### config.mk
export PLATFORM = sky130hd
export DESIGN_NAME = rr_arb_mux_flat
export DESIGN_NICKNAME = d
export VERILOG_FILES = /design/src/rtl/rr_arb_mux_pkg.sv /design/src/rtl/rr_arb_mux_if.sv /design/src/rtl/rr_arb_mux_arbiter.sv /design/src/rtl/rr_arb_mux.sv /design/src/flat_wrapper.sv
export SDC_FILE = /design/constraint.sdc
export NUM_CORES = 1
export LEC_CHECK = 0
export CORE_AREA = 2 2 54 56
export DETAILED_ROUTE_END_ITERATION = 8
export DIE_AREA = 0 0 56 58
export HOLD_SLACK_MARGIN = 0.06
export PLACE_DENSITY = 0.78
export REMOVE_ABC_BUFFERS = 1
export SYNTH_ARGS = -nofsm -noshare
export SYNTH_HDL_FRONTEND = slang
export SYNTH_HIERARCHICAL = 1
export SYNTH_SLANG_ARGS = --single-unit
export TNS_END_PERCENT = 5
### constraint.sdc
create_clock -name clk_i -period 4.5 [get_ports clk_i]
set_input_delay 0.9 -clock clk_i [delete_from_list [all_inputs] [get_ports clk_i]]
set_output_delay 0.9 -clock clk_i [all_outputs]
set_load 0.02 [all_outputs]
### src/rtl/rr_arb_mux_pkg.sv
`default_nettype none
// +------------------------------------------------------------------+
// | rr_arb_mux_pkg: lock-state encoding and one-hot rotate helper     |
// | Rev 1.0                                                          |
// +------------------------------------------------------------------+
package rr_arb_mux_pkg;

  localparam int MAX_CH = 32;
  localparam int IDX_W  = 5;

  typedef enum logic [0:0] {
    LOCK_IDLE = 1'b0,
    LOCK_HELD = 1'b1
  } lock_state_e;

  // Rotates the low n bits of a one-hot vector left by one position.
  function automatic logic [MAX_CH-1:0] rotl_oh(input logic [MAX_CH-1:0] vec,
                                                input int unsigned     n);
    logic [MAX_CH-1:0] r;
    r = '0;
    for (int unsigned i = 0; i < MAX_CH; i++) begin
      if (i < n) r[IDX_W'((i + 1) % n)] = vec[IDX_W'(i)];
    end
    return r;
  endfunction

endpackage
`default_nettype wire

### src/rtl/rr_arb_mux_if.sv
`default_nettype none
// +------------------------------------------------------------------+
// | rr_arb_mux_if: input/output handshake bundle of rr_arb_mux        |
// | Optional last signals under RR_ARB_MUX_LOCK_EN.  Rev 1.0          |
// +------------------------------------------------------------------+
interface rr_arb_mux_if #(
  parameter type T      = logic [7:0],
  parameter int  NUM_CH = 4
);
  logic [NUM_CH-1:0] in_valid_i;
  logic [NUM_CH-1:0] in_ready_o;
  T     [NUM_CH-1:0] in_data_i;
  logic              out_valid_o;
  logic              out_ready_i;
  T                  out_data_o;
  logic [NUM_CH-1:0] out_sel_oh_o;
`ifdef RR_ARB_MUX_LOCK_EN
  logic [NUM_CH-1:0] in_last_i;
  logic              out_last_o;

  modport master (
    output in_valid_i, in_data_i, in_last_i, out_ready_i,
    input  in_ready_o, out_valid_o, out_data_o, out_sel_oh_o, out_last_o
  );
  modport slave (
    input  in_valid_i, in_data_i, in_last_i, out_ready_i,
    output in_ready_o, out_valid_o, out_data_o, out_sel_oh_o, out_last_o
  );
`else
  modport master (
    output in_valid_i, in_data_i, out_ready_i,
    input  in_ready_o, out_valid_o, out_data_o, out_sel_oh_o
  );
  modport slave (
    input  in_valid_i, in_data_i, out_ready_i,
    output in_ready_o, out_valid_o, out_data_o, out_sel_oh_o
  );
`endif
endinterface
`default_nettype wire

### src/rtl/rr_arb_mux_arbiter.sv
`default_nettype none
// +------------------------------------------------------------------+
// | rr_arbiter: combinational round-robin one-hot arbiter             |
// | Rev 1.0                                                          |
// +------------------------------------------------------------------+
module rr_arbiter #(
  parameter int NUM_CH = 4
) (
  input  logic [NUM_CH-1:0] req_i,
  input  logic [NUM_CH-1:0] ptr_i,
  input  logic [NUM_CH-1:0] mask_i,
  output logic [NUM_CH-1:0] gnt_o
);

  logic [2*NUM_CH-1:0] req_dbl;
  logic [2*NUM_CH-1:0] gnt_dbl;

  // Subtracting the pointer from the doubled request isolates the first
  // request at or above the pointer; the upper copy supplies the wrap.
  always_comb begin
    req_dbl = {req_i & mask_i, req_i & mask_i};
    gnt_dbl = req_dbl & ~(req_dbl - {{NUM_CH{1'b0}}, ptr_i});
    gnt_o   = gnt_dbl[NUM_CH-1:0] | gnt_dbl[2*NUM_CH-1:NUM_CH];
  end

endmodule
`default_nettype wire

### src/rtl/rr_arb_mux.sv
`default_nettype none
// +------------------------------------------------------------------+
// | rr_arb_mux: registered round-robin N:1 arbitrating multiplexer    |
// | Packet lock enabled by RR_ARB_MUX_LOCK_EN.  Rev 1.0               |
// +------------------------------------------------------------------+
module rr_arb_mux
  import rr_arb_mux_pkg::*;
#(
  parameter type T      = logic [7:0],
  parameter int  NUM_CH = 4
) (
  input  logic          clk_i,
  input  logic          rst_ni,
  rr_arb_mux_if.slave   bus
);

  localparam int DW = $bits(T);

  logic              load;
  logic              xfer;
  logic              last_sel;
  logic [NUM_CH-1:0] mask;
  logic [NUM_CH-1:0] arb_gnt;
  logic [NUM_CH-1:0] grant;
  logic [DW-1:0]     sel_data;

  logic [NUM_CH-1:0] ptr_q, ptr_d;
  logic              out_valid_q, out_valid_d;
  T                  out_data_q, out_data_d;
  logic [NUM_CH-1:0] out_sel_q, out_sel_d;

`ifdef RR_ARB_MUX_LOCK_EN
  lock_state_e       lock_q, lock_d;
  logic [NUM_CH-1:0] lock_oh_q, lock_oh_d;
  logic              out_last_q, out_last_d;

  always_comb begin
    mask = (lock_q == LOCK_HELD) ? lock_oh_q : '1;
  end
`else
  always_comb begin
    mask = '1;
  end
`endif

  rr_arbiter #(.NUM_CH(NUM_CH)) u_arb (
    .req_i  (bus.in_valid_i),
    .ptr_i  (ptr_q),
    .mask_i (mask),
    .gnt_o  (arb_gnt)
  );

  always_comb begin
    load  = !out_valid_q || bus.out_ready_i;
    grant = (load && rst_ni) ? arb_gnt : '0;
    xfer  = |grant;
    sel_data = '0;
    for (int k = 0; k < NUM_CH; k++) begin
      sel_data = sel_data | (bus.in_data_i[k] & {DW{grant[k]}});
    end
`ifdef RR_ARB_MUX_LOCK_EN
    last_sel = |(bus.in_last_i & grant);
`else
    // Without packet locking each beat is a packet of its own.
    last_sel = 1'b1;
`endif
  end

  always_comb begin
    ptr_d       = ptr_q;
    out_valid_d = out_valid_q;
    out_data_d  = out_data_q;
    out_sel_d   = out_sel_q;
    if (xfer && last_sel) ptr_d = NUM_CH'(rotl_oh(MAX_CH'(grant), NUM_CH));
    if (load) out_valid_d = xfer;
    if (xfer) begin
      out_data_d = T'(sel_data);
      out_sel_d  = grant;
    end
  end

`ifdef RR_ARB_MUX_LOCK_EN
  always_comb begin
    lock_d     = lock_q;
    lock_oh_d  = lock_oh_q;
    out_last_d = out_last_q;
    if (xfer) out_last_d = last_sel;
    case (lock_q)
      LOCK_IDLE: if (xfer && !last_sel) begin
        lock_d    = LOCK_HELD;
        lock_oh_d = grant;
      end
      LOCK_HELD: if (xfer && last_sel) lock_d = LOCK_IDLE;
      default:   lock_d = LOCK_IDLE;
    endcase
  end

  always_ff @(posedge clk_i or negedge rst_ni) begin
    if (!rst_ni) begin
      lock_q     <= LOCK_IDLE;
      lock_oh_q  <= '0;
      out_last_q <= 1'b0;
    end else begin
      lock_q     <= lock_d;
      lock_oh_q  <= lock_oh_d;
      out_last_q <= out_last_d;
    end
  end

  assign bus.out_last_o = out_last_q;
`endif

  always_ff @(posedge clk_i or negedge rst_ni) begin
    if (!rst_ni) begin
      ptr_q       <= NUM_CH'(1);
      out_valid_q <= 1'b0;
      out_data_q  <= '0;
      out_sel_q   <= '0;
    end else begin
      ptr_q       <= ptr_d;
      out_valid_q <= out_valid_d;
      out_data_q  <= out_data_d;
      out_sel_q   <= out_sel_d;
    end
  end

  assign bus.in_ready_o   = grant;
  assign bus.out_valid_o  = out_valid_q;
  assign bus.out_data_o   = out_data_q;
  assign bus.out_sel_oh_o = out_sel_q;

endmodule
`default_nettype wire

### src/flat_wrapper.sv
// flat-port wrapper written by rule: the top's interface ports become plain ports
module rr_arb_mux_flat import rr_arb_mux_pkg::*;
#(
  parameter type T      = logic [7:0],
  parameter int  NUM_CH = 4
)
  (clk_i, rst_ni, bus_in_valid_i, bus_in_data_i, bus_out_ready_i, bus_in_ready_o, bus_out_valid_o, bus_out_data_o, bus_out_sel_oh_o);
  rr_arb_mux_if #(.T(T), .NUM_CH(NUM_CH)) bus_i ();
  input  logic clk_i;
  input  logic rst_ni;
  input wire logic [$bits(bus_i.in_valid_i)-1:0] bus_in_valid_i;
  input wire logic [$bits(bus_i.in_data_i)-1:0] bus_in_data_i;
  input wire logic [$bits(bus_i.out_ready_i)-1:0] bus_out_ready_i;
  output wire logic [$bits(bus_i.in_ready_o)-1:0] bus_in_ready_o;
  output wire logic [$bits(bus_i.out_valid_o)-1:0] bus_out_valid_o;
  output wire logic [$bits(bus_i.out_data_o)-1:0] bus_out_data_o;
  output wire logic [$bits(bus_i.out_sel_oh_o)-1:0] bus_out_sel_oh_o;
  assign bus_i.in_valid_i = bus_in_valid_i;
  assign bus_i.in_data_i = bus_in_data_i;
  assign bus_i.out_ready_i = bus_out_ready_i;
  assign bus_in_ready_o = bus_i.in_ready_o;
  assign bus_out_valid_o = bus_i.out_valid_o;
  assign bus_out_data_o = bus_i.out_data_o;
  assign bus_out_sel_oh_o = bus_i.out_sel_oh_o;
  rr_arb_mux #(.T(T), .NUM_CH(NUM_CH)) u_core (.clk_i(clk_i), .rst_ni(rst_ni), .bus(bus_i));
endmodule
After elaboration in Yosys (flattened, before gate mapping)
Index checks and enable logic that the tools add are counted.
{"block": "totals", "inputBits": 39, "out_inout_bits": 17, "register_bits": 17}
{"block": "classes", "n_addsub": 1, "mux": 1, "reduce_logical": 4, "bitwise_logic": 10}
{"operator": "$and A8 B8 Y8", "n": 5}
{"operator": "$or A8 B8 Y8", "n": 3}
{"operator": "$not A8 Y8", "n": 1}
{"operator": "$sub A8 B4 Y8", "n": 1}
{"operator": "$mux W4", "n": 1}
{"operator": "$or A4 B4 Y4", "n": 1}
{"operator": "$reduce_or A4 Y1", "n": 1}
{"operator": "$logic_and A1 B1 Y1", "n": 1}
{"operator": "$logic_not A1 Y1", "n": 1}
{"operator": "$logic_or A1 B1 Y1", "n": 1}

Logic depth before layout (Yosys ltp)
Gate-level depths: netlist of the first run.
{"block": "logic_depth", "ltp_word": 9, "mapped_depth": 12, "depth_no_buf": 10}

Cells and area by module
Netlist of the first run, hierarchy kept.
{"module": "rr_arb_mux", "area_each_um2": 790.8, "cells_each": 68, "instances": 1}
{"module": "rr_arbiter", "area_each_um2": 237.7, "cells_each": 36, "instances": 1}

Worst setup path after synthesis of the first run
Ideal clock, no wire load.
{"block": "synth_path", "path_type": "input port to output port", "from": "in bus_in_valid_i[2]", "to": "out bus_in_ready_o[3]", "n_path_buf": 1, "t_required_ns": 3.600, "path_stages": 9, "arrival_ns": 2.429, "slack_ns": 1.171, "cell_sequence": "nand2_1 > inv_1 > ha_1 > a21o_1 > a41o_1 > xnor2_1 > a21boi_1 > buf_2 > and3_1"}
{"block": "synth_via", "elab_chain_len": 5}
{"item": "from (decl)", "line": "flat_wrapper.sv:11", "source": "input wire logic [$bits(bus_i.in_valid_i)-1:0] bus_in_valid_i;"}
{"item": "$sub A8 B4 Y8", "line": "rr_arb_mux_arbiter.sv:22", "source": "gnt_dbl = req_dbl & ~(req_dbl - {{NUM_CH{1'b0}}, ptr_i});"}
{"item": "$not A8 Y8", "line": "rr_arb_mux_arbiter.sv:22"}
{"item": "$and A8 B8 Y8", "line": "rr_arb_mux_arbiter.sv:22"}
{"item": "$or A4 B4 Y4", "line": "rr_arb_mux_arbiter.sv:23", "source": "gnt_o = gnt_dbl[NUM_CH-1:0] | gnt_dbl[2*NUM_CH-1:NUM_CH];"}
{"item": "net u_core.arb_gnt[3]", "line": "rr_arb_mux.sv:23", "source": "logic [NUM_CH-1:0] arb_gnt;"}
{"item": "$mux W4", "line": "rr_arb_mux.sv:55", "source": "grant = (load && rst_ni) ? arb_gnt : '0;"}
{"item": "to (decl)", "line": "flat_wrapper.sv:14", "source": "output wire logic [$bits(bus_i.in_ready_o)-1:0] bus_in_ready_o;"}
The timed path passes the listed nets, and every way through them passes these cells.

Worst setup path after layout of the first run
{"block": "layout_path", "from": "in bus_in_valid_i[2]", "to": "out bus_in_ready_o[1]"}
Same word-level chain as after synthesis.

==> run metrics, run 1 <==
post-synthesis cell count=104; cell with the largest stage delay on the worst path=clkdlybuf4s50_1; average instance area after synthesis=9.89 µm²; Filler Cell Count=232; mean number of vias per cell=5.03; crit-path most repeated cell=clkdlybuf4s50_1; count of buffers added by post-CTS timing repair for setup=0; via count=996; cts bufs inserted=3; status=complete, no violations; Final Max Tran Viols=0; delay of the slowest cell on the worst path=0.60 ns; number of antenna violations at the first check in global routing=0; cell family with the largest share of critical-path delay=buffers and inverters; commonest register cell after synthesis=dfrtp_1; Bufs and invs on worst path=3; min cycle time layout=4.28 ns; Seq. cell area=352 µm²; clock tree skew after final layout=0.000555 ns; slack of the worst reg-to-reg path=1.44 ns; horizontal die dimension=56 µm; crit path DAT=3.38 ns; total of flip-flops plus latches after synthesis=14; largest net degree at the start of global routing=15; vertical die dimension=58 µm; area taken by multi-input logic gates=594 µm²; kind of end point of the critical path=output port; area growth from synthesis to layout=59.4%; clock tree from TritonCTS=yes; leakage power of the design=0.807 nW; Antenna Violating Nets Remaining=0; required time at the endpoint of the critical path=3.60 ns; fraction of layout cells with a size suffix above 1=0.156; unrepaired setup endpoints after global routing=false; type of origin of the critical path=input pin; Setup TNS=0 ns; master cell of the clock root buffer=clkbuf_4; kind of critical path=input pin to output port; effective utilization at floorplan=0.386; global-route wire length before repair=4.67 mm; number of enable flip-flop cells after synthesis=0; number of remaining DRC errors=0; worst hold-check slack=0.496 ns; crit-path cells=clkdlybuf4s50_1 > nand2_1 > inv_1 > ha_1 > a21o_1 > a41o_1 > a31oi_1 > and3_2 > clkdlybuf4s50_1; clock transition at the register clock pins on the worst setup and hold paths after CTS=0.08 ns; number of unique standard cell types used by synthesis=32; number of gates resized after cts=0; count of yosys warnings during synthesis=6; VDD IR max=0.318 mV; standard-cell rows=19; final net count=211; max capacitance violation total=0; die area=3250 µm²; commonest cells after routing, fill and taps aside=54 x clkdlybuf4s50_1, 16 x a22oi_1, 13 x nand2_1, 13 x dfrtp_1, 10 x inv_1; Hold Violations, Final=0; share of flip-flops with an asynchronous set or reset=1.00; Diodes inserted=0; GR Util All Layers=0.185; leading cell type in the layout, fill and taps excluded=clkdlybuf4s50_1; Core Area=2660 µm²; GR Overflow Total=0; crit path max fanout=3; Post-Syn Area=1030 µm²; hold buffer count at cts=0; count of input and output buffers=55; clock latency of the later-clocked register in the worst-skew pair=0.28 ns; post-detail-place hpwl=2.37 mm; Max Clock Freq=233 MHz; H-tree depth reported by CTS=1; final setup fails=0; maximum clock path buffer count=2; post-detailed-routing wire length=2.94 mm; fin crit share=0.952; classification of the worst-slack hold path=register to register; PwrDens=494 nW/µm²; number of search-and-repair iterations in the first detailed-routing pass=4; sequential fraction of the synthesis area=0.342; number of clock sinks=14; number of placed I/O pins=56; placer congestion estimate=0.740; drt wl/cell=14.8 µm; drt first-iter violations=23; number of global-route vias before repair=1109
[state kept, by name, indices dropped and copies added (netlist names)]
register	cells
u_core/bus.out_sel_oh_o	2
u_core/ptr_q	3
u_core/bus.out_valid_o	1
u_core/bus.out_data_o	8
[metal layers]
layer	up-vias	GRT usage	wire length, µm
met2	40	0.339	1510
met3	2	0.0625	252
met1	466	0.209	1150
met5	-	0	0
met4	0	0.0408	21
li1	488	-	-
[metrics by stage]
stage | cells | utilization | total power, mW | setup WS [ns] | cell area (µm²)
floorplan | 103 | - | 0.517 | 0.972 | 983
global placement | 194 | 0.605 | 0.717 | 0.277 | 1610
detailed placement | 194 | 0.605 | 0.734 | 0.142 | 1610
CTS | 198 | 0.615 | 0.812 | 0.129 | 1640
global route | 198 | 0.616 | 0.866 | 0.139 | 1640
finish | 198 | 0.616 | 0.809 | 0.216 | 1640
[synthesized netlist by cell type, types with 2 or more instances]
library cell  count  share of area
ha_1              3          0.037
a21oi_1           3          0.015
buf_4             4          0.029
nand2_1          13          0.047
a21o_2            5          0.043
and3_1            3          0.018
mux2_4            4          0.058
a22oi_1          16           0.12
o21ai_0           2         0.0097
inv_1            10          0.037
and2_1            2          0.012
dfrtp_1          13           0.32
xnor2_1           2          0.017
buf_2             2         0.0097
mux2_2            4          0.044
a31oi_1           2          0.012
[layout make-up]
cell class | instances | area share
sequential | 14 | 0.215
clock buffer | 4 | 0.0160
tap | 31 | 0.0237
timing repair buffer | 60 | 0.360
inverter | 10 | 0.0229
multi-input combinational | 79 | 0.363
[cells by family after synthesis]
family	count (synthesis)	share of synthesized area
adders and majority gates	4	0.0560
other	1	0.00365
xor gates and xnor gates	2	0.0170
muxes	8	0.102
AOI/OAI and AO/OA	34	0.247
and+or+nand+nor	23	0.127
DFF	14	0.342
buffers and inverters	18	0.106
[power breakdown]
part | internal [mW] | switching, mW | total (mW)
Combinational | 0.273 | 0.241 | 0.514
Sequential | 0.184 | 0.0370 | 0.221
Clock | 0.0345 | 0.0402 | 0.0746
Total | 0.491 | 0.318 | 0.809
[final timing paths]
check | from | endpoint | cells past startpoint
min in group asynchronous | rst_ni | u_core/bus.out_data_o[7] | 1
max in group asynchronous | rst_ni | u_core/ptr_q[0] | 2
worst max register to register | u_core/ptr_q[0] | u_core/bus.out_data_o[3] | 9
worst min register to register | u_core/bus.out_sel_oh_o[3] | u_core/bus.out_sel_oh_o[3] | 1
worst min-delay path | u_core/bus.out_sel_oh_o[3] | u_core/bus.out_sel_oh_o[3] | 1
worst max-delay path | bus_in_valid_i[2] | bus_in_ready_o[1] | 9
[worst register-to-register path: cells and delay by family (launching register included)]
kind                       cells  cell delay [ns]
AOI/OAI and AO/OA              3             0.54
adders and majority gates      1             0.44
buffers and inverters          2             0.28
DFF                            1             0.55
muxes                          1             0.36
and+or+nand+nor                2             0.77
No activity file was read; power rests on OpenSTA's default activity.
==> run 2: changes to the inputs <==
--- a/config.mk
+++ b/config.mk
@@ -5,9 +5,9 @@
 export SDC_FILE = /design/constraint.sdc
 export NUM_CORES = 1
 export LEC_CHECK = 0
-export CORE_AREA = 2 2 54 56
+export CORE_AREA = 3 3 55 57
 export DETAILED_ROUTE_END_ITERATION = 8
-export DIE_AREA = 0 0 56 58
+export DIE_AREA = 0 0 58 60
 export HOLD_SLACK_MARGIN = 0.06
 export PLACE_DENSITY = 0.78
 export REMOVE_ABC_BUFFERS = 1
==> run 2 against run 1 <==
Net effect:
- critical path depth increased by 1
- combinational power about the same
- clock power fell by 2.8%
- sequential cell count is the same
- utilization increased by 3.3 points
- first-iteration DRC count is 22% higher
- non-clock buffer count unchanged
- highest routed layer unchanged
==> run metrics, run 2 (same netlist as run 1, synthesis figures left out) <==
kind of critical path=input pin to output port; PwrDens=493 nW/µm²; Hold Violations, Final=0; number of placed I/O pins=56; final net count=211; crit path from=bus_in_valid_i[2]; number of antenna violations at the first check in global routing=0; hold buffer count at cts=0; delay of the slowest cell on the worst path=0.64 ns; horizontal die dimension=58 µm; crit path max fanout=3; crit path DAT=3.43 ns; R2R Path Start=u_core/ptr_q[0]; cell with the largest stage delay on the worst path=clkdlybuf4s50_1; worst hold-check slack=0.516 ns; area growth from synthesis to layout=59.0%; final setup fails=0; status=complete, no violations; global-route wire length before repair=4.67 mm; min cycle time layout=4.33 ns; standard-cell rows=18; Antenna Violating Nets Remaining=0; required time at the endpoint of the critical path=3.60 ns; fraction of layout cells with a size suffix above 1=0.156; vertical die dimension=60 µm; fin crit share=0.961; maximum clock path buffer count=2; Bufs and invs on worst path=3; drt first-iter violations=28; GR Overflow Total=0; clock tree from TritonCTS=yes; VDD IR max=0.328 mV; classification of the worst-slack hold path=register to register; cts bufs inserted=3; clock transition at the register clock pins on the worst setup and hold paths after CTS=0.08 ns; Max Clock Freq=231 MHz; kind of end point of the critical path=output port; max capacitance violation total=0; leading cell type in the layout, fill and taps excluded=clkdlybuf4s50_1; Diodes inserted=0; drt wl/cell=15.1 µm; Final Power=0.806 mW; number of remaining DRC errors=0; number of global-route vias before repair=1056; Final Max Tran Viols=0; largest net degree at the start of global routing=15; cell family with the largest share of critical-path delay=buffers and inverters; effective utilization at floorplan=0.408; number of search-and-repair iterations in the first detailed-routing pass=4; H-tree depth reported by CTS=1; count of buffers added by post-CTS timing repair for setup=0; master cell of the clock root buffer=clkbuf_4; Setup TNS=0 ns; clock tree skew after final layout=0.00200 ns; number of gates resized after cts=0; unrepaired setup endpoints after global routing=false; clock latency of the later-clocked register in the worst-skew pair=0.27 ns; die area=3480 µm²; via count=1000; flip-flop count of the largest register, all copies and words added=8; crit-path cells=clkdlybuf4s50_1 > nand2_1 > inv_1 > ha_1 > a21o_1 > a41o_1 > xnor2_1 > a21boi_1 > and3_1 > clkdlybuf4s50_1; area taken by multi-input logic gates=594 µm²; final worst slack=0.175 ns; commonest cells after routing, fill and taps aside=55 x clkdlybuf4s50_1, 16 x a22oi_1, 13 x nand2_1, 13 x dfrtp_1, 10 x inv_1; mean number of vias per cell=5.08; Setup WS pre-CTS=0.183 ns; post-detailed-routing wire length=2.97 mm; type of origin of the critical path=input pin; Seq. cell area=352 µm²; count of input and output buffers=55; placer congestion estimate=0.739; startpoint of the most critical hold path=u_core/bus.out_data_o[7]; leakage power of the design=0.790 nW; post-detail-place hpwl=2.43 mm; Core Area=2520 µm²; number of clock sinks=14; Filler Cell Count=223; GR Util All Layers=0.178; crit-path most repeated cell=clkdlybuf4s50_1; Finished Core Util=0.648
## run 2: changes by cell type in the layout (fill, tap and decap cells not counted)
cell / before / now
dlymetal6s2s_1: 1 / 0
clkdlybuf4s50_1: 54 / 55
## run 2: stage by stage
| step | std cells | area (µm²) |
|---|---|---|
| floorplan | 103 | 983 |
| global placement | 193 | 1610 |
| detailed placement | 193 | 1610 |
| CTS | 197 | 1640 |
| global route | 197 | 1640 |
| finish | 197 | 1640 |
## run 2: area by class of cell
type | instances | area share
flip-flops and latches | 14 | 0.215
well taps | 30 | 0.0230
clock buffers | 4 | 0.0161
repair buffers | 60 | 0.360
inverters | 10 | 0.0230
multi-input cells | 79 | 0.363
## run 2: final timing paths
check                                           endpoint  slack, ns  cells past startpoint
worst min-delay path            u_core/bus.out_data_o[7]       0.52                      1
worst max-delay path                   bus_in_ready_o[3]       0.17                     10
min in group asynchronous                u_core/ptr_q[1]       0.93                      1
worst min register to register  u_core/bus.out_data_o[7]       0.52                      1
worst max register to register  u_core/bus.out_data_o[3]       1.50                      9
max in group asynchronous       u_core/bus.out_data_o[7]       3.08                      2
## run 2: per-layer routing
metal,routed length (µm),share of wire,up-vias,track usage
li1,-,-,485,-
met3,338,0.11,4,0.0648
met1,1170,0.39,466,0.190
met5,0,0,-,0
met4,25,0.0084,0,0.0662
met2,1430,0.48,45,0.321
## run 2: power by group
group / leakage, nW / switching (mW) / total (mW) / internal (mW)
clock: 0.0150 / 0.0382 / 0.0725 / 0.0343
sequential: 0.176 / 0.0373 / 0.221 / 0.184
combinational: 0.599 / 0.239 / 0.512 / 0.273
total: 0.790 / 0.314 / 0.806 / 0.491
## run 2: worst reg2reg max path, cell delays in order, from the launching register on
cell	delay [ns]
dfstp_2	0.54
a21bo_2	0.23
inv_1	0.07
fa_1	0.44
o21ai_0	0.20
a31oi_1	0.07
buf_4	0.19
or4_4	0.55
nand3_4	0.22
mux2_2	0.37
==> run 3: changes to the inputs <==
--- a/config.mk
+++ b/config.mk
@@ -9,7 +9,7 @@
 export DETAILED_ROUTE_END_ITERATION = 8
 export DIE_AREA = 0 0 58 60
 export HOLD_SLACK_MARGIN = 0.06
-export PLACE_DENSITY = 0.78
+export PLACE_DENSITY_LB_ADDON = 0.1
 export REMOVE_ABC_BUFFERS = 1
 export SYNTH_ARGS = -nofsm -noshare
 export SYNTH_HDL_FRONTEND = slang
==> run 3 against run 2 <==
Net effect:
- non-clock buffer count is the same
- count of clock-buffer cells in the layout is the same
- hold slack lost 0.020 ns
- maximum frequency shrank 0.71%
- critical endpoint unchanged
- largest cell class unchanged
- largest power group unchanged
==> run metrics, run 3 (same netlist as run 1, synthesis figures left out) <==
R2R Path Start=u_core/ptr_q[0]; Core Area=2520 µm²; type of origin of the critical path=input pin; GR Overflow Total=0; fraction of layout cells with a size suffix above 1=0.162; clock latency of the later-clocked register in the worst-skew pair=0.29 ns; flip-flop count of the largest register, all copies and words added=8; global-route wire length before repair=4.76 mm; status=complete, no violations; hold buffer count at cts=0; leading cell type in the layout, fill and taps excluded=clkdlybuf4s50_1; vertical die dimension=60 µm; number of cells on the worst hold path=1; fin crit share=0.968; cell with the largest stage delay on the worst path=clkdlybuf4s50_1; die area=3480 µm²; Antenna Violating Nets Remaining=0; met2 wirelength from detailed routing=1.46 mm; largest net degree at the start of global routing=15; depth of the critical timing path with buffers and inverters included=10; Seq. cell area=352 µm²; horizontal die dimension=58 µm; Post-Place Cell Area=1610 µm²; maximum clock path buffer count=2; Bufs and invs on worst path=3; master cell of the clock root buffer=clkbuf_4; standard-cell rows=18; Filler Cell Count=219; area growth from synthesis to layout=60.0%; leakage power of the design=0.796 nW; Setup WS pre-CTS=0.153 ns; slack of the worst reg-to-reg path=1.51 ns; drt wl/cell=15.1 µm; depth of the worst register-to-register path=9; final worst slack=0.144 ns; number of clock sinks=14; mean number of vias per cell=5.09; crit-path most repeated cell=clkdlybuf4s50_1; crit path DAT=3.46 ns; number of placed I/O pins=56; number of gates resized after cts=0; drt first-iter violations=36; crit-path cells=clkdlybuf4s50_1 > nand2_1 > inv_1 > ha_1 > a21o_1 > a41o_1 > xnor2_1 > a21boi_1 > and3_1 > clkdlybuf4s50_1; clock tree from TritonCTS=yes; Layout Cell Area excl Fill=1650 µm²; effective utilization at floorplan=0.408; Setup TNS=0 ns; Final Max Tran Viols=0; via count=1003; placer congestion estimate=0.790; kind of critical path=input pin to output port; Max Clock Freq=230 MHz; H-tree depth reported by CTS=1; startpoint of the most critical hold path=u_core/bus.out_sel_oh_o[3]; cts bufs inserted=3; count of input and output buffers=55; clock transition at the register clock pins on the worst setup and hold paths after CTS=0.09 ns; final net count=211; kind of end point of the critical path=output port; min cycle time layout=4.36 ns; crit path from=bus_in_valid_i[2]; number of antenna violations at the first check in global routing=0; delay of the slowest cell on the worst path=0.63 ns; cell family with the largest share of critical-path delay=buffers and inverters; post-detailed-routing wire length=2.98 mm; Diodes inserted=0; number of global-route vias before repair=1024; required time at the endpoint of the critical path=3.60 ns; area taken by multi-input logic gates=594 µm²; crit path max fanout=3; unrepaired setup endpoints after global routing=false; top routing layer in use=met4; count of buffers added by post-CTS timing repair for setup=0; wire length on met3=236 µm; GR Util All Layers=0.182; post-detail-place hpwl=2.35 mm; classification of the worst-slack hold path=register to register; number of remaining DRC errors=0; clock tree skew after final layout=0.00990 ns; commonest cells after routing, fill and taps aside=55 x clkdlybuf4s50_1, 16 x a22oi_1, 13 x nand2_1, 13 x dfrtp_1, 10 x inv_1; PwrDens=503 nW/µm²; VDD IR max=0.310 mV; number of search-and-repair iterations in the first detailed-routing pass=4; WL met1=1.20 mm; Hold Violations, Final=0; max capacitance violation total=0; final setup fails=0
run 3: changes by cell type in the layout (fill, tap and decap cells not counted):
| cell | before | now |
|---|---|---|
| clkbuf_1 | 1 | 0 |
| clkbuf_8 | 0 | 1 |
run 3: metal layers:
layer / track usage / vias up
met2: 0.297 / 46
li1: - / 489
met1: 0.230 / 460
met5: 0 / -
met4: 0.0828 / 0
met3: 0.0410 / 8
run 3: path summary, 6_finish.rpt:
| check | endpoint |
|---|---|
| hold / removal | u_core/bus.out_sel_oh_o[3] |
| hold reg to reg | u_core/bus.out_sel_oh_o[3] |
| setup / recovery | bus_in_ready_o[3] |
| max in group asynchronous | u_core/ptr_q[0] |
| setup reg to reg | u_core/bus.out_data_o[7] |
| min in group asynchronous | u_core/ptr_q[1] |
run 3: layout make-up:
class / instances / share of cell area
Clock buffer: 4 / 0.0221
Timing Repair Buffer: 60 / 0.357
Multi-Input combinational cell: 79 / 0.361
Inverter: 10 / 0.0228
Tap cell: 30 / 0.0228
Sequential cell: 14 / 0.214
run 3: per-stage QoR:
stage | std cells | power [mW] | util | hold slack [ns]
floorplan | 103 | 0.517 | - | 0.529
global placement | 193 | 0.718 | 0.638 | 0.478
detailed placement | 193 | 0.732 | 0.638 | 0.476
CTS | 197 | 0.831 | 0.652 | 0.502
global route | 197 | 0.886 | 0.652 | 0.533
finish | 197 | 0.827 | 0.652 | 0.496
run 3: worst reg2reg max path, stage by stage, from the launching register on:
cell	delay (ns)
dfstp_2	0.56
a21bo_2	0.24
inv_1	0.07
fa_1	0.42
o21ai_0	0.19
a31oi_1	0.08
buf_4	0.19
or4_4	0.55
nand3_4	0.22
mux2_2	0.37
run 3: power by group:
| part | total (mW) | internal [mW] | leakage, nW | switching [mW] |
|---|---|---|---|---|
| clock | 0.0958 | 0.0493 | 0.0210 | 0.0465 |
| sequential | 0.219 | 0.184 | 0.176 | 0.0347 |
| combinational | 0.512 | 0.273 | 0.599 | 0.239 |
| total | 0.827 | 0.507 | 0.796 | 0.320 |
